$ cat src/rtl/avsdpll_pkg.sv
// avsdpll_pkg
// Shared definitions for the AVSDPLL lock detector: FSM state encoding,
// default parameter values and the measurement window helper.
// No ports.

package avsdpll_pkg;

  typedef enum logic [1:0] {
    ST_WAIT_FIRST = 2'd0,
    ST_ACQ        = 2'd1,
    ST_LOCKED     = 2'd2
  } lock_state_e;

  localparam int unsigned DEF_RATIO      = 8;
  localparam int unsigned DEF_TOL        = 1;
  localparam int unsigned DEF_LOCK_CNT   = 4;
  localparam int unsigned DEF_UNLOCK_CNT = 2;
  localparam int unsigned DEF_TIMEOUT    = 64;
  localparam int unsigned DEF_CNT_W      = 8;

  // Unsigned window check; the lower bound clamps at zero instead of
  // wrapping when TOL exceeds RATIO.
  function automatic logic in_window(input int unsigned meas,
                                     input int unsigned ratio,
                                     input int unsigned tol);
    int unsigned lo;
    lo = (ratio > tol) ? (ratio - tol) : 32'd0;
    return (meas >= lo) && (meas <= (ratio + tol));
  endfunction

endpackage

$ cat src/rtl/avsd_sync_edge.sv
// avsd_sync_edge
// Brings an asynchronous level into the CLK domain through two flops, then
// registers a one-cycle rising-edge pulse.
// Ports:
//   CLK   - destination clock
//   reset - synchronous active-high reset, clears every flop
//   d     - asynchronous input level
//   q     - synchronized level (second synchronizer flop)
//   rise  - registered one-cycle pulse on a synchronized 0->1 transition

module avsd_sync_edge (
  input  logic CLK,
  input  logic reset,
  input  logic d,
  output logic q,
  output logic rise
);

  logic s1;
  logic s2;
  logic s2_d;

  always_ff @(posedge CLK) begin
    if (reset) begin
      s1   <= 1'b0;
      s2   <= 1'b0;
      s2_d <= 1'b0;
      rise <= 1'b0;
    end else begin
      s1   <= d;
      s2   <= s1;
      s2_d <= s2;
      rise <= s2 & ~s2_d;
    end
  end

  assign q = s2;

endmodule

$ cat src/rtl/avsdpll_lock_det.sv
// avsdpll_lock_det
// Counts CLK cycles between rising edges of the reference clock and decides
// whether the PLL output runs at RATIO times REF (within +/-TOL). LOCK needs
// LOCK_CNT consecutive good periods and drops after UNLOCK_CNT consecutive bad
// ones. A REF that stays silent for TIMEOUT cycles raises REF_LOST.
// Ports:
//   CLK        - PLL output clock, only clock of the block
//   reset      - synchronous active-high reset
//   REF        - reference clock, asynchronous to CLK
//   EN         - detector enable; low holds everything except the synchronizer
//   LOCK       - lock indication
//   REF_LOST   - REF edge timeout flag, cleared by the next REF edge
//   MEAS_VALID - one-cycle pulse when MEAS is updated
//   MEAS       - last measured REF period in CLK cycles
//
// state         | meaning
// --------------+-------------------------------------------------------
// ST_WAIT_FIRST | no reference edge seen yet; next edge only starts a count
// ST_ACQ        | measuring, counting consecutive good periods toward lock
// ST_LOCKED     | locked, counting consecutive bad periods toward unlock

module avsdpll_lock_det
  import avsdpll_pkg::*;
#(
  parameter int unsigned RATIO      = DEF_RATIO,
  parameter int unsigned TOL        = DEF_TOL,
  parameter int unsigned LOCK_CNT   = DEF_LOCK_CNT,
  parameter int unsigned UNLOCK_CNT = DEF_UNLOCK_CNT,
  parameter int unsigned TIMEOUT    = DEF_TIMEOUT,
  parameter int unsigned CNT_W      = DEF_CNT_W
) (
`ifdef USE_POWER_PINS
  inout  wire              vccd1,
  inout  wire              vssd1,
`endif
  input  logic             CLK,
  input  logic             reset,
  input  logic             REF,
  input  logic             EN,
  output logic             LOCK,
  output logic             REF_LOST,
  output logic             MEAS_VALID,
  output logic [CNT_W-1:0] MEAS
);

  localparam int unsigned GOOD_W = (LOCK_CNT   > 1) ? $clog2(LOCK_CNT + 1)   : 1;
  localparam int unsigned BAD_W  = (UNLOCK_CNT > 1) ? $clog2(UNLOCK_CNT + 1) : 1;

  localparam logic [CNT_W-1:0]  TIMEOUT_V   = CNT_W'(TIMEOUT);
  localparam logic [CNT_W-1:0]  CNT_MAX     = {CNT_W{1'b1}};
  localparam logic [GOOD_W-1:0] GOOD_LAST_V = GOOD_W'(LOCK_CNT - 1);
  localparam logic [BAD_W-1:0]  BAD_LAST_V  = BAD_W'(UNLOCK_CNT - 1);

  logic              ref_rise;
  logic              ref_lvl_unused;
  lock_state_e       state;
  logic [CNT_W-1:0]  per_cnt;
  logic [GOOD_W-1:0] good_cnt;
  logic [BAD_W-1:0]  bad_cnt;
  logic              meas_good;
  logic              good_last;
  logic              bad_last;
  logic              timeout_hit;

  // The synchronizer only honours the real reset so that EN toggling does
  // not manufacture or swallow a REF edge.
  avsd_sync_edge u_sync (
    .CLK   (CLK),
    .reset (reset),
    .d     (REF),
    .q     (ref_lvl_unused),
    .rise  (ref_rise)
  );

  // The value judged is the count being captured into MEAS this cycle.
  assign meas_good   = in_window(32'(per_cnt), RATIO, TOL);
  assign good_last   = (good_cnt == GOOD_LAST_V);
  assign bad_last    = (bad_cnt == BAD_LAST_V);
  assign timeout_hit = (per_cnt == TIMEOUT_V);

  always_ff @(posedge CLK) begin
    if (reset || !EN) begin
      state      <= ST_WAIT_FIRST;
      per_cnt    <= '0;
      good_cnt   <= '0;
      bad_cnt    <= '0;
      LOCK       <= 1'b0;
      REF_LOST   <= 1'b0;
      MEAS_VALID <= 1'b0;
      MEAS       <= '0;
    end else begin
      MEAS_VALID <= 1'b0;

      // Free-running period counter; a REF edge restarts it at 1 so that the
      // value seen at the following edge equals the period in CLK cycles.
      if (ref_rise) begin
        per_cnt <= CNT_W'(1);
      end else if (per_cnt != CNT_MAX) begin
        per_cnt <= per_cnt + 1'b1;
      end

      if (state == ST_WAIT_FIRST) begin
        if (ref_rise) begin
          state    <= ST_ACQ;
          REF_LOST <= 1'b0;
        end
      end else if (ref_rise) begin
        // An edge in the timeout cycle is still a valid measurement.
        MEAS       <= per_cnt;
        MEAS_VALID <= 1'b1;
        if (state == ST_ACQ) begin
          if (!meas_good) begin
            good_cnt <= '0;
          end else if (good_last) begin
            state    <= ST_LOCKED;
            LOCK     <= 1'b1;
            good_cnt <= '0;
            bad_cnt  <= '0;
          end else begin
            good_cnt <= good_cnt + 1'b1;
          end
        end else begin
          if (meas_good) begin
            bad_cnt <= '0;
          end else if (bad_last) begin
            state    <= ST_ACQ;
            LOCK     <= 1'b0;
            good_cnt <= '0;
            bad_cnt  <= '0;
          end else begin
            bad_cnt <= bad_cnt + 1'b1;
          end
        end
      end else if (timeout_hit) begin
        state    <= ST_WAIT_FIRST;
        REF_LOST <= 1'b1;
        LOCK     <= 1'b0;
        per_cnt  <= '0;
        good_cnt <= '0;
        bad_cnt  <= '0;
      end
    end
  end

endmodule
$ cat config.mk
export PLATFORM = sky130hd
export DESIGN_NAME = avsdpll_lock_det
export DESIGN_NICKNAME = d
export VERILOG_FILES = /design/src/rtl/avsdpll_pkg.sv /design/src/rtl/avsd_sync_edge.sv /design/src/rtl/avsdpll_lock_det.sv
export SDC_FILE = /design/constraint.sdc
export NUM_CORES = 1
export LEC_CHECK = 0
export CAP_MARGIN = 20
export CORE_MARGIN = 8
export CORE_UTILIZATION = 59
export CTS_CLUSTER_SIZE = 10
export DETAILED_ROUTE_END_ITERATION = 8
export GPL_TIMING_DRIVEN = 0
export HOLD_SLACK_MARGIN = 0.12
export PLACE_DENSITY = 0.8
export SLEW_MARGIN = 5
export SYNTH_ARGS = -nofsm -noshare
export SYNTH_HDL_FRONTEND = slang
export SYNTH_SLANG_ARGS = --single-unit
$ cat constraint.sdc
create_clock -name CLK -period 4.85 [get_ports CLK]
set_clock_uncertainty 0.2 [all_clocks]
set_input_delay 0.97 -clock CLK [delete_from_list [all_inputs] [get_ports CLK]]
set_output_delay 0.97 -clock CLK [all_outputs]
set_load 0.02 [all_outputs]
* Word level (Yosys, flattened, before mapping)
Cells that the tools add are included.
** Storage, ports and cells
- Output and inout port bits :: 11
- Register bits after elaboration :: 30
- Input port bits :: 4
** Operators by class
- Order comparisons :: 2
- Eq/ne operators :: 16
- Reductions and logical operators :: 13
- Mux-type cells :: 39
- Bitwise operators :: 3
- Add/sub/neg operators :: 3
** Operators with widths (count)
- 8-bit 2-to-1 mux :: 5
- 2-bit 2-to-1 mux :: 15
- 3-bit 2-to-1 mux :: 7
- 4-bit != test, second input constant :: 4
- 3-bit != test, second input constant :: 5
- 1-bit 2-to-1 mux :: 12
- 6-bit AND reduction :: 2
- 8-bit by 1-bit adder with 8-bit output, second input constant :: 1
- 8-bit by 7-bit == test with 1-bit output, second input constant :: 1
- 8-bit by 3-bit >= comparator with 1-bit output, second input constant :: 1
- 8-bit by 4-bit less-or-equal comparator with 1-bit output, second input constant :: 1
- 8-bit != test, second input constant :: 1
- 4-bit AND reduction :: 2
- 2-bit by 1-bit == test with 1-bit output, second input constant :: 2
- 2-bit nonzero test :: 2
- 3-bit by 1-bit adder with 3-bit output, second input constant :: 1
- 3-bit by 2-bit == test with 1-bit output, second input constant :: 1
- 3-bit AND reduction :: 1
- 2-bit by 1-bit adder with 2-bit output, second input constant :: 1
- 2-bit logical NOT :: 1
- 2-bit by 1-bit != test with 1-bit output, second input constant :: 1
- 2-bit != test, second input constant :: 1
- 1-bit NOT :: 2
- 2-bit AND reduction :: 1
- other kinds (5) :: 5

* Longest topological paths before layout
Gate-level depths: netlist of run 1.
- Depth in word-level cells :: 6
- Mapped depth :: 9

* By module
A second synthesis of run 1 with hierarchy kept.
** Unflattened totals
- Cell total of the unflattened synthesis :: 155
- Area, all modules :: 1430.1 µm²
** Modules (own cells, without submodules)
- avsdpll_lock_det :: area each 1318.8 µm², cells an instance 147, sequential area each 520.5 µm², instances 1
- avsd_sync_edge :: area each 111.4 µm², cells an instance 8, sequential area each 80.1 µm², instances 1

* Worst setup path after synthesis of run 1
Ideal clock, no wire load.
- Kind :: register to register
- Start :: reg per_cnt[0]
- End :: reg LOCK
- Clock period less this slack :: 2259 ps
- Stages on the path, launching flop included :: 8
- Setup time :: 123 ps
- Slack :: 2591 ps
- Arrival time :: 1935 ps
- Path buffers :: 0
- Path through :: dfxtp_1 > inv_1 > ha_1 > nand4bb_1 > o41a_1 > or3_4 > a211oi_1 > mux2_1
** Between the ends
- Cells in the longest elaborated chain, start to end :: 4
- Elaborated cells on any way between the ends :: 9
- Classes of those cells :: order compare: 2; eq/ne: 4; reduce/logical: 3
** RTL lines
- start, declared :: RTL line avsdpll_lock_det.sv:57 : logic [CNT_W-1:0] per_cnt;
- start signal, assigned :: RTL line avsdpll_lock_det.sv:99 : per_cnt <= per_cnt + 1'b1;
- 8-bit by 3-bit >= comparator with 1-bit output or 8-bit by 4-bit less-or-equal comparator with 1-bit output (tied branches) :: RTL line avsdpll_pkg.sv:28 : return (meas >= lo) && (meas <= (ratio + tol));
- 1-bit logical AND :: RTL line avsdpll_pkg.sv:28
- 3-bit != test (no line)
- 6-bit AND reduction (no line) (*)
- end signal, assigned :: RTL line avsdpll_lock_det.sv:87 : LOCK <= 1'b0;
- end signal, assigned :: RTL line avsdpll_lock_det.sv:116 : LOCK <= 1'b1;
- end signal, assigned :: RTL line avsdpll_lock_det.sv:127 : LOCK <= 1'b0;
- end, declared :: RTL line avsdpll_lock_det.sv:40 : output logic LOCK,
Mark *: on every way between the ends. The rest lies on a longest branch, timed or not.
A chain may end at the register's enable or synchronous reset.

* Worst setup path in the final report of run 1
- Start :: reg MEAS[7]
- End :: out MEAS[7]
** RTL lines
- start, declared :: RTL line avsdpll_lock_det.sv:43 : output logic [CNT_W-1:0] MEAS
- start signal, assigned :: RTL line avsdpll_lock_det.sv:109 : MEAS <= per_cnt;
No word-level cell between the ends.

==> impl_metrics.env, run 1 <==
export IMPL_routed_via_count=1212
export IMPL_yosysWarningCount=0
export IMPL_synth_net_count=169
export IMPL_postSynthAreaPerCell_sq_um=8.89
export IMPL_num_nets_final=190
export IMPL_grt_overflow=0
export IMPL_utilization_pct=74.7
export IMPL_final_cycle_utilization_of_the_critical_path_pct=51.0
export IMPL_cp_buffers_inverters=1
export IMPL_placed_area_sq_mm=0.00159
export IMPL_grt_first_pass_wirelength_um=5220
export IMPL_total_power_density_per_cell_area_mw_per_mm2=268
export IMPL_reported_leakage_power_nw=0.570
export IMPL_reg2reg_depth=7
export IMPL_hold_slack_ns=0.182
export IMPL_post_cts_setup_buffer_count=0
export IMPL_cp_top_family="buffers and inverters"
export IMPL_drt_first_iter_violations=67
export IMPL_top_level_ports=15
export IMPL_drc_errors=0
export IMPL_critical_path_reg2reg_endpoint="bad_cnt[0]"
export IMPL_clock_sinks=30
export IMPL_slew_viol_final=0
export IMPL_final_cell_mix="sky130_fd_sc_hd__dfxtp_1, sky130_fd_sc_hd__nor2_1, sky130_fd_sc_hd__clkdlybuf4s50_1"
export IMPL_worstSetupEndpoint="MEAS[7]"
export IMPL_final_hold_violation_count=0
export IMPL_mostFrequentLayoutCell="sky130_fd_sc_hd__dfxtp_1"
export IMPL_chipHeight_um=65.0
export IMPL_place_congestion=0.848
export IMPL_clock_root_buffer="sky130_fd_sc_hd__clkbuf_4"
export IMPL_cp_depth=1
export IMPL_num_antenna_cells=0
export IMPL_port_buffers=14
export IMPL_avgRoutedWirePerCell_um=14.2
export IMPL_detailed_place_hpwl_um=2230
export IMPL_postCtsHoldBufs=0
export IMPL_worstSetupPathType="reg -> out"
export IMPL_synth_yosys_seq_area_share_pct=42.5
export IMPL_worst_setup_hold_path_clk_slew_ns=0.09
export IMPL_synth_top_area_share_pct=42.5
export IMPL_detailedPlace_worstSlack_ns=2.08
export IMPL_drive_above_1_share_pct=8.29
export IMPL_outcome="completed"
export IMPL_finalSetupViolations=0
export IMPL_ys_seq_elements=30
export IMPL_viasPerCell=5.80
export IMPL_setup_crit_start="MEAS[7]"
export IMPL_die_area_sq_mm=0.00422
export IMPL_max_freq_mhz=405
export IMPL_setup_slack_ns=2.38
export IMPL_crit_required_ns=3.68
export IMPL_synth_cell_type_count=39
export IMPL_minimum_clock_period_ns=2.47
export IMPL_fillerInstances=174
export IMPL_cp_slowest_stage_delay_ns=0.62
export IMPL_antenna_left=0
export IMPL_chipWidth_um=65.0
export IMPL_worst_hold_path_type="reg -> reg"
export IMPL_crit_path_end_kind="primary output"
export IMPL_postCtsResizedCells=0
export IMPL_rows=17
export IMPL_tritoncts_clock_tree="built"
export IMPL_cts_path_max_buffers=2
export IMPL_worst_slew_pin_tran_ns=0.647
export IMPL_path_max_fanout=2
export IMPL_grt_max_degree=11
export IMPL_routed_wirelength_um=2960
export IMPL_netlist_instances=159
export IMPL_crit_reg2reg_launch="per_cnt[0]"
export IMPL_areaGrowthSynthToFinish_pct=18.0
export IMPL_grtUsageTotal_pct=15.6
export IMPL_maxCapViolCount=0
export IMPL_synth_area_leaders="sky130_fd_sc_hd__dfxtp_1, sky130_fd_sc_hd__mux2i_1, sky130_fd_sc_hd__nor2_1, sky130_fd_sc_hd__ha_1, sky130_fd_sc_hd__nor2b_1"
export IMPL_cp_slowest_cell="sky130_fd_sc_hd__clkdlybuf4s50_1"
export IMPL_rsz_0062_raised_after_global_routing="false"
export IMPL_start_util_pct=63.3
export IMPL_antenna_found_initial=0
export IMPL_first_global_vias=1159
export IMPL_placeableCoreArea_sq_mm=0.00223
export IMPL_peakVddDrop_v=0.000316
export IMPL_timing_max_slew_rel_slack_pct=56.5
export IMPL_worstPathCellList="clkdlybuf4s50_1"
export IMPL_arrival_ns=1.30
export IMPL_final_cells=209
export IMPL_synth_cell_area_sq_mm=0.00141
export IMPL_cts_buffers_inserted=5
export IMPL_dp_cells=201
export IMPL_yosys_top_cell_by_area="sky130_fd_sc_hd__dfxtp_1"
export IMPL_power_mw=0.447
export IMPL_first_pass_iters=4
export IMPL_cts_htree_levels=2
export IMPL_layout_cell_area_non_filler_sq_mm=0.00167
export IMPL_setup_tns_final_ns=0
export IMPL_regToRegSetupSlack_ns=2.38
export IMPL_clock_latency_ns=0.32
export IMPL_critPathLaunchType="register"
synth_stat cells:
library cell                instances
sky130_fd_sc_hd__nand4bb_1          1
sky130_fd_sc_hd__o22ai_1            1
sky130_fd_sc_hd__mux2i_1            8
sky130_fd_sc_hd__o311a_2            1
sky130_fd_sc_hd__nand2_1            7
sky130_fd_sc_hd__or3_1              2
sky130_fd_sc_hd__a21oi_1           10
sky130_fd_sc_hd__buf_6              1
sky130_fd_sc_hd__a32o_1             1
sky130_fd_sc_hd__a211oi_1           5
sky130_fd_sc_hd__a2111oi_0          1
sky130_fd_sc_hd__dfxtp_1           30
sky130_fd_sc_hd__or2b_1             1
sky130_fd_sc_hd__mux2_1             1
sky130_fd_sc_hd__or3_4              1
sky130_fd_sc_hd__o41a_1             1
sky130_fd_sc_hd__nor2_1            21
sky130_fd_sc_hd__xnor2_1            3
sky130_fd_sc_hd__nor4_2             1
sky130_fd_sc_hd__nand3_1            5
sky130_fd_sc_hd__buf_2              2
sky130_fd_sc_hd__nand4_1            3
sky130_fd_sc_hd__o211ai_1           1
sky130_fd_sc_hd__or4_1              1
sky130_fd_sc_hd__and2_1             2
sky130_fd_sc_hd__xor2_1             1
sky130_fd_sc_hd__ha_1               6
sky130_fd_sc_hd__clkbuf_1           6
sky130_fd_sc_hd__inv_1              6
sky130_fd_sc_hd__or3b_1             1
sky130_fd_sc_hd__a31oi_1            5
sky130_fd_sc_hd__nor3_1             4
sky130_fd_sc_hd__nand2b_1           1
sky130_fd_sc_hd__o21ai_0            5
sky130_fd_sc_hd__nor3b_1            1
sky130_fd_sc_hd__nand3b_1           1
sky130_fd_sc_hd__nor4_1             1
sky130_fd_sc_hd__o22a_2             1
sky130_fd_sc_hd__nor2b_1            9
cell families after synthesis:
logic type,share of synthesized area (%)
AO/OA/AOI/OAI,14.8
XOR/XNOR,2.48
flip-flops,42.5
multiplexers,6.46
adder cells (fa/ha/maj),5.31
AND/OR/NAND/NOR,23.8
buffers and inverters,4.69
worst min path at each step:
stage	slack (ns)	end	depth (start not counted)	startpoint
3_5_place_dp	0.18	u_sync.rise	1	u_sync.s2_d
5_1_grt	0.19	u_sync.rise	1	u_sync.s2_d
4_1_cts	0.18	u_sync.rise	1	u_sync.s2_d
6_report	0.18	u_sync.rise	1	u_sync.s2_d
2_1_floorplan	0.17	u_sync.rise	1	u_sync.s2_d
3_3_place_gp	0.17	u_sync.rise	1	u_sync.s2_d
layer usage:
layer	up-vias	global-route usage [%]	wire, um
li1	605	-	-
met1	553	19.3	1370
met2	44	22.9	1320
met3	10	6.53	211
met4	0	7.63	70
met5	-	0	0
registers in the layout, indices dropped and copies added (netlist names):
register and count:
u_sync.rise 1, REF_LOST 1, MEAS 8, bad_cnt 2, LOCK 1, per_cnt 8
u_sync.q 1, u_sync.s2_d 1, MEAS_VALID 1, state 2, good_cnt 3, u_sync.s1 1
power breakdown:
part | internal (mW) | switching, mW
Clock | 0.0990 | 0.0837
Combinational | 0.00617 | 0.00817
Sequential | 0.248 | 0.00178
layout make-up:
type	count	area, sq um	area share, %
multi-input cells	114	747	44.8
flip-flops and latches	30	601	36.0
repair buffers	14	140	8.40
clock buffers	8	78.8	4.73
plain buffers	9	43.8	2.63
well taps	28	35.0	2.10
inverters	6	22.5	1.35
(Power assumes the default switching activity.)
==> run 2: changes to the inputs <==
Settings changed: CORE_UTILIZATION 59 to 49, PLACE_DENSITY 0.8 to 0.7.
Clock period 4.85 ns to 2.1 ns, I/O delays scaled along.
==> run 2 against run 1 <==
The flow now finishes with violations (negative setup slack). First-iteration DRC count increased to 2.6 times the previous value. Sequential power is 130% higher. Combinational power increased to 4.3 times the previous value. Clock power is 72% higher. Final area grew 16%. Non-clock buffer count rose by 17.
==> impl_metrics.env, run 2 (synthesized netlist as in run 1, its figures left out) <==
export IMPL_outcome="finished with violations"
export IMPL_failed_checks="negative setup slack"
export IMPL_regToRegSetupSlack_ns=-0.16
export IMPL_final_cycle_utilization_of_the_critical_path_pct=108
export IMPL_cts_buffers_inserted=5
export IMPL_postCtsHoldBufs=0
export IMPL_mostFrequentLayoutCell="sky130_fd_sc_hd__dfxtp_1"
export IMPL_grtUsageTotal_pct=13.7
export IMPL_first_pass_iters=4
export IMPL_placeableCoreArea_sq_mm=0.00276
export IMPL_path_max_fanout=4
export IMPL_peakVddDrop_v=0.000497
export IMPL_clock_latency_ns=0.32
export IMPL_final_hold_violation_count=0
export IMPL_drc_errors=0
export IMPL_cts_htree_levels=2
export IMPL_rsz_0062_raised_after_global_routing="true"
export IMPL_min_from="u_sync.s2_d"
export IMPL_worst_slew_pin_tran_ns=0.526
export IMPL_top_level_ports=15
export IMPL_worst_setup_hold_path_clk_slew_ns=0.09
export IMPL_antenna_left=0
export IMPL_clock_root_buffer="sky130_fd_sc_hd__clkbuf_4"
export IMPL_slew_viol_final=0
export IMPL_crit_reg2reg_launch="per_cnt[0]"
export IMPL_chipHeight_um=69.7
export IMPL_viasPerCell=5.68
export IMPL_die_area_sq_mm=0.00486
export IMPL_grt_overflow=0
export IMPL_timing_max_slew_rel_slack_pct=64.6
export IMPL_routed_wirelength_um=3690
export IMPL_final_cells=228
export IMPL_total_power_density_per_cell_area_mw_per_mm2=494
export IMPL_finalSetupViolations=4
export IMPL_worst_hold_path_type="reg -> reg"
export IMPL_dp_cells=204
export IMPL_critical_path_reg2reg_endpoint="LOCK"
export IMPL_start_util_pct=51.3
export IMPL_reported_leakage_power_nw=0.694
export IMPL_arrival_ns=2.28
export IMPL_detailed_place_hpwl_um=2210
export IMPL_worst_hold_path_endpoint="u_sync.rise"
export IMPL_areaGrowthSynthToFinish_pct=36.5
export IMPL_first_global_vias=1213
export IMPL_port_buffers=14
export IMPL_place_congestion=0.846
export IMPL_critPathLaunchType="register"
export IMPL_worstSetupPathType="reg -> reg"
export IMPL_max_freq_mhz=442
export IMPL_hold_slack_ns=0.185
export IMPL_crit_path_end_kind="register"
export IMPL_cts_path_max_buffers=2
export IMPL_clock_sinks=30
export IMPL_top_regs="MEAS: 8 flops, per_cnt: 8 flops, good_cnt: 3 flops"
export IMPL_num_antenna_cells=0
export IMPL_routed_via_count=1294
export IMPL_avgRoutedWirePerCell_um=16.2
export IMPL_tritoncts_clock_tree="built"
export IMPL_worstHoldPathCells=1
export IMPL_drive_above_1_share_pct=27.4
export IMPL_chipWidth_um=69.7
export IMPL_grt_first_pass_wirelength_um=5480
export IMPL_antenna_found_initial=0
export IMPL_rows=19
export IMPL_crit_required_ns=2.12
export IMPL_utilization_pct=70.0
export IMPL_minimum_clock_period_ns=2.26
export IMPL_grt_max_degree=11
export IMPL_final_cell_mix="sky130_fd_sc_hd__dfxtp_1, sky130_fd_sc_hd__buf_4, sky130_fd_sc_hd__nor2_1"
export IMPL_maxCapViolCount=0
export IMPL_drt_first_iter_violations=172
export IMPL_setup_slack_ns=-0.161
export IMPL_num_nets_final=207
export IMPL_reg2reg_depth=7
[run 2: cell types whose count changed in the layout (fill, tap and decap cells not counted), sizes merged]
cell and delta:
clkbuf -7, buf +21, clkinv +2
[run 2: metrics by stage]
stage               setup TNS (ns)  power (mW)  area (sq um)  worst slack [ns]
global placement             -1.79       0.623          1600            -0.254
finish                      -0.310       0.953          1930            -0.161
detailed placement           -2.76       0.624          1600            -0.310
global route                -0.708       0.997          1930            -0.223
CTS                         -0.237       0.944          1740            -0.129
floorplan                  -0.0609       0.610          1420           -0.0609
[run 2: what timing repair did]
action                     4_1_cts  5_1_grt
setup endpoints to repair        7       10
pin swaps                        1        4
setup buffers                    5       16
resized for setup               17       18
[run 2: layout make-up]
cell class,instances,area [sq um]
Multi-Input combinational cell,114,867
Fill cell,214,828
Sequential cell,30,608
Timing Repair Buffer,35,309
Tap cell,31,38.8
Clock buffer,5,37.5
Buffer,5,31.3
Inverter,6,27.5
Clock inverter,2,10.0
[run 2: metal layers]
metal | vias to the layer above | wire length [um] | GRT usage [%]
met2 | 40 | 1860 | 21.8
met1 | 604 | 1510 | 14.8
met4 | 0 | 75 | 8.48
li1 | 639 | - | -
met3 | 11 | 239 | 5.44
met5 | - | 0 | 0
[run 2: how the worst max path moves through the flow]
| stage | startpoint | end | slack [ns] | depth (start not counted) |
|---|---|---|---|---|
| 2_1_floorplan | per_cnt[0] | LOCK | -0.06 | 7 |
| 3_3_place_gp | per_cnt[0] | LOCK | -0.25 | 6 |
| 3_5_place_dp | per_cnt[0] | bad_cnt[0] | -0.31 | 7 |
| 4_1_cts | per_cnt[1] | LOCK | -0.13 | 7 |
| 5_1_grt | per_cnt[0] | LOCK | -0.22 | 7 |
| 6_report | per_cnt[0] | LOCK | -0.16 | 7 |
[run 2: report_power, final]
part | leakage (nW) | switching, mW | internal, mW
sequential | 0.245 | 0.00438 | 0.573
combinational | 0.418 | 0.0312 | 0.0303
clock | 0.0308 | 0.194 | 0.120
[run 2: worst max-delay path, cell delays in order (launching register included)]
cell,delay (ns)
sky130_fd_sc_hd__dfxtp_4,0.36
sky130_fd_sc_hd__inv_4,0.06
sky130_fd_sc_hd__ha_4,0.14
sky130_fd_sc_hd__nand4bb_1,0.14
sky130_fd_sc_hd__o41a_1,0.36
sky130_fd_sc_hd__or3_4,0.40
sky130_fd_sc_hd__a211oi_2,0.17
sky130_fd_sc_hd__mux2_1,0.34
